File: src/rtl/register_bank.sv
// Two-read, one-write register file with register 0 hardwired to zero.
// Contents clear asynchronously while Rst is low; reads are purely combinational.
module register_bank #(
  parameter int n_addr = 5,
  parameter int n_reg  = 2 ** n_addr,
  parameter int n_bit  = 2 ** n_addr
) (
  input  logic              Clk,
  input  logic              Rst,
  input  logic [n_addr-1:0] Rd_reg_1,
  input  logic [n_addr-1:0] Rd_reg_2,
  input  logic [n_addr-1:0] Wr_reg,
  input  logic [n_bit-1:0]  Wr_data,
  output logic [n_bit-1:0]  Rd_data_1,
  output logic [n_bit-1:0]  Rd_data_2,
  input  logic              Reg_write
);

  logic [n_bit-1:0] regs [n_reg];

  always_ff @(posedge Clk or negedge Rst) begin
    if (!Rst) begin
      for (int i = 0; i < n_reg; i++) begin
        regs[i] <= '0;
      end
    end else if (Reg_write && (Wr_reg != '0)) begin
      regs[Wr_reg] <= Wr_data;
    end
  end

  // No write-through bypass: a same-cycle read sees the old value until the edge
  always_comb begin
    Rd_data_1 = '0;
    Rd_data_2 = '0;
    if (Rst && (Rd_reg_1 != '0)) begin
      Rd_data_1 = regs[Rd_reg_1];
    end
    if (Rst && (Rd_reg_2 != '0)) begin
      Rd_data_2 = regs[Rd_reg_2];
    end
  end

endmodule

File: config.mk
export PLATFORM = sky130hd
export DESIGN_NAME = register_bank
export DESIGN_NICKNAME = d
export VERILOG_FILES = /design/src/rtl/register_bank.sv
export SDC_FILE = /design/constraint.sdc
export NUM_CORES = 2
export LEC_CHECK = 0
export CORE_ASPECT_RATIO = 2
export CORE_UTILIZATION = 57
export DETAILED_ROUTE_END_ITERATION = 10
export PLACE_DENSITY = 0.77
export SYNTH_ARGS = -nofsm -noshare
export SYNTH_HDL_FRONTEND = slang
export SYNTH_SLANG_ARGS = --single-unit
File: constraint.sdc
create_clock -name Clk -period 2.1 [get_ports Clk]
set_input_delay 0.42 -clock Clk [delete_from_list [all_inputs] [get_ports Clk]]
set_output_delay 0.42 -clock Clk [all_outputs]
set_load 0.005 [all_outputs]
# Yosys cells after proc, flatten, opt, wreduce, memory -nomap -nowiden
# Cells that the tools add are included.
[classes]
bitwise_logic = 3
reduce_logical = 7
magnitude_cmp = 4
mux = 11
[op_table]
columns = ["cell", "count"]
rows = [
  ["bitwise mux 1024 bit", 1],
  ["binary-select mux 32 bit (select 5 bit)", 2],
  ["two-way mux 32 bit", 7],
  ["demux 32 bit (select 5 bit)", 1],
  ["greater-or-equal comparator 6 bit, second input constant", 3],
  ["inverter 5 -> 6 bit", 3],
  ["nonzero test 5 bit", 3],
  ["less-than comparator 6 x 1 -> 1 bit, second input constant", 1],
  ["logical AND 1 bit", 4],
]
[totals]
wordCells = 57
out_inout_bits = 64
in_bits = 50
register_bits = 1024

# Longest topological paths before layout
[logic_depth]
word_depth = 6
ltp_mapped = 8
mapped_depth_nobuf = 4

# Worst setup path before layout
# Ideal clock, no wire load.
[synth_path]
path_kind = "input-to-output"
startpoint = "input port Rd_reg_1[0]"
endpoint = "output port Rd_data_1[15]"
slack_ns = -0.039
path_stages = 6
arrival_time_ns = 1.719
cell_sequence = "buf_6 > buf_6 > buf_2 > mux4_2 > a22oi_1 > nand4_1"
[synth_via]
elab_chain_cells = 5
elab_cells_between_ends = 7
[synth_rtl]
columns = ["element", "line", "text"]
rows = [
  ["start, declared", "10", "input logic [n_addr-1:0] Rd_reg_1,"],
  ["inverter 5 -> 6 bit (implied by the code)", "36", "Rd_data_1 = regs[Rd_reg_1];"],
  ["binary-select mux 32 bit (select 5 bit)", "36", ""],
  ["two-way mux 32 bit (implied by the code) (2 in series)", "36", ""],
  ["two-way mux 32 bit (*)", "35", "if (Rst && (Rd_reg_1 != '0)) begin"],
  ["end, declared", "14", "output logic [n_bit-1:0] Rd_data_1,"],
]
# Mark *: on every way between the ends. The rest lies on a longest branch, timed or not. The select of a mux whose other input is x is not followed.

# Final worst setup path
[layout_path]
startpoint = "register regs[512] in the netlist's numbering"
endpoint = "output port Rd_data_2[0]"
[layout_via]
elab_chain_cells = 4
[layout_rtl]
columns = ["element", "line", "text"]
rows = [
  ["start, declared", "19", "logic [n_bit-1:0] regs [n_reg];"],
  ["start signal, assigned by index", "27", "regs[Wr_reg] <= Wr_data;"],
  ["binary-select mux 32 bit (select 5 bit)", "39", "Rd_data_2 = regs[Rd_reg_2];"],
  ["two-way mux 32 bit (implied by the code) (2 in series)", "39", ""],
  ["two-way mux 32 bit", "38", "if (Rst && (Rd_reg_2 != '0)) begin"],
  ["end, declared", "15", "output logic [n_bit-1:0] Rd_data_2,"],
]
# Every way passes these cells. The select of a mux whose other input is x is not followed.

==> metrics.md <==
| Metric | Value |
|---|---|
| Initial Utilization | `57.4%` |
| Distinct cells, synth | `44` |
| Critical R2R Launch | `regs[522]$_DFFE_PN0P_` |
| Synth Area in Compound Gates | `5.02%` |
| CTS sink count | `1024` |
| Dominant cell type by area after synthesis | `dfrtp_1` |
| Post-Synth XOR/XNOR Area | `0%` |
| DR vias/cell | `7.14` |
| Layout Skew | `0 ns` |
| Maximum root-to-sink buffer count | `3` |
| Yosys warning count | `0` |
| DRC Markers | `0` |
| Crit path required time | `1.68 ns` |
| # rows | `161` |
| Post-Synth Adder-Cell Area | `0%` |
| Slew at the pin closest to its max-slew limit | `1.07 ns` |
| Initial antenna violation count | `7` |
| Routed WL | `193000 um` |
| Status | `finished with violations` |
| Total grt overflow | `0` |
| Routed len/inst | `33.7 um` |
| Clock Latency Late Sink | `0.71 ns` |
| Mux cell area share after synthesis | `40.2%` |
| Final HPWL DP | `129000 um` |
| RSZ-0062 raised after global routing | `true` |
| Async SR Flop Fraction | `100%` |
| Post-Synth Simple-Gate Area | `3.70%` |
| Synthesized area | `0.0552 sq mm` |
| Total CTS buffers | `88` |
| Vias | `40923` |
| Final #Nets | `4487` |
| Final WS setup | `-0.940 ns` |
| Critical Path Start | `regs[512]$_DFFE_PN0P_` |
| Hold WC Path Type | `in2async` |
| #FFs+latches synth | `1024` |
| Leakage | `30.5 nW` |
| GPL Wtd Cong | `0.957` |
| Crit path kind | `reg2out` |
| Port Buffers | `113` |
| Synth top area share | `46.5%` |
| Average size of a mapped cell | `13.8 sq um` |
| Post-DRT Antenna Nets | `0` |
| Top Registers | `regs x1024` |
| Min Tclk post-route | `3.04 ns` |
| Placed Area | `0.0626 sq mm` |
| Pwr Density | `863 mW/mm^2` |
| # IOs | `114` |
| Reg clk slew, reported paths | `0.07 ns` |
| Post-synth EDFFs | `0` |
| Core region area | `0.0961 sq mm` |
| Sequential area share after synthesis | `46.5%` |
| CTS H-Tree Depth | `3` |
| Crit. End Element | `output port` |
| 1st-pass router iterations | `6` |
| Top cells by area, synth | `dfrtp_1 46%, mux2_2 19%, mux2i_1 9.4%, mux4_2 9.1%, a22oi_1 3.6%` |
| Fmax | `329 MHz` |
| Die area | `0.0981 sq mm` |
| CTS tree | `yes` |
| Layout cell share with drive strength beyond 1 | `49.5%` |
| Setup violations, final | `64` |
| CP arrival | `2.62 ns` |
| Gr usage total | `39.4%` |
| DR iter-0 viols | `4233` |
| Crit-path max FO | `2` |
| Fin area | `0.0664 sq mm` |
| Largest register FFs | `1024` |
| CTS Root Buffer Type | `clkbuf_16` |
| Failing checks | `negative setup slack` |
| Max cap viols | `0` |
| Relative slew margins | `28.5%` |
| Number of global-route vias before repair | `43019` |
| Max VDD drop | `927 uV` |
| WHS | `0.0521 ns` |
| Commonest cells post-synth | `1024 x dfrtp_1, 945 x mux2_2, 516 x mux2i_1` |
| Die height | `442 um` |
| Post-Syn Nets | `4035` |
| Hold Vio Cnt, Final | `0` |
| Largest family of logic cells by synthesized area | `multiplexers` |
| Top-count cell post-synth | `dfrtp_1` |
| Die extent in x | `222 um` |
| Period utilisation layout | `145%` |
| Global-route wire length before repair | `281000 um` |
| Main flop type after synthesis | `dfrtp_1` |
| Gate Count Post-Synth | `3985` |
| Area Overhead vs Synth | `20.5%` |
| CP startpoint kind | `flop` |
| Largest net degree at the start of global routing | `175` |
| Top reg by flops | `regs` |
| Final max-slew violation count | `0` |
[cell usage in the layout (no fill, tap or decap), types with 10 or more instances in the layout]
cell / instances
clkdlybuf4s50_1: 38
nand4_1: 65
nand2_1: 60
nand3_1: 136
buf_2: 60
buf_4: 458
clkbuf_16: 92
mux2_1: 47
mux2_2: 945
dfrtp_1: 1024
a21oi_1: 34
mux2i_1: 516
a22o_1: 34
and3_4: 12
clkbuf_8: 28
a22oi_1: 234
a21oi_2: 18
clkbuf_1: 18
mux4_2: 236
buf_6: 43
mux4_1: 14
and3_1: 10
nor2_4: 23
buf_12: 187
a22oi_2: 28
nand2_2: 13
a31oi_1: 27
[layer usage]
metal	up-vias	track usage (%)	wire [um]
met1	21116	44.9	63800
met5	-	0	25
met4	4	34.3	19600
met2	2763	62.6	91400
met3	986	8.91	18400
li1	16054	-	-
[worst paths after layout]
path                                     endpoint  slack [ns]  cells after the start
setup / recovery                     Rd_data_2[0]       -0.94                      5
hold / removal               regs[22]$_DFFE_PN0P_        0.05                      3
setup reg to reg            regs[522]$_DFFE_PN0P_        0.96                      4
hold reg to reg            regs[1016]$_DFFE_PN0P_        0.40                      0
max in group asynchronous   regs[298]$_DFFE_PN0P_        0.52                      4
min in group Clk           regs[1016]$_DFFE_PN0P_        0.40                      0
[layout make-up]
class,instances,area (sq um)
fillers,6222,29600
well taps,1222,1530
diodes,1,2.50
clock buffers,136,2710
flip-flops and latches,1024,25600
multi-input cells,2516,27500
clock inverters,26,372
repair buffers,807,8670
[power breakdown]
part | switching (W) | internal, W
registers | 0.00300 | 0.0235
clock network | 0.00783 | 0.00979
logic | 0.00566 | 0.00760
total | 0.0165 | 0.0409
[logic make-up (layout without fill, tap and decap cells)]
group | after synthesis | count (layout)
flops | 1024 | 1024
other cells | 0 | 1
compound gates | 386 | 386
mux | 1762 | 1762
simple gates | 368 | 368
buf+inv | 445 | 969
[critical path, cell delays in order, from the launching register on]
cell and delay (ns):
dfrtp_1 0.40, mux4_2 0.47, a22o_1 0.22, a31oi_1 0.19, nand4_1 0.35, buf_2 0.26
[through the flow]
step | setup TNS, ns | power (W) | utilization (%) | setup slack (ns) | instances
after detailed placement | -398.79 | 0.0392 | 65.2 | -1.32 | 5511
after floorplan | -0.00165 | 0.0337 | - | -0.00165 | 3985
after CTS | -43.54 | 0.0569 | 68.8 | -0.876 | 5717
after global routing | -45.51 | 0.0591 | 69.1 | -0.970 | 5732
final | -42.86 | 0.0573 | 69.1 | -0.940 | 5732
after global placement | -354.42 | 0.0385 | 65.2 | -1.32 | 5511
[what timing repair did]
action,4_1_cts,5_1_grt
endpoints found under the setup margin,64,64
hold buffers,5,0
pin swaps,129,56
gates cloned,1,2
buffers inserted,42,17
hold endpoints to repair,67,0
gates resized for setup,350,60
Power figures use the tool's default switching activity.
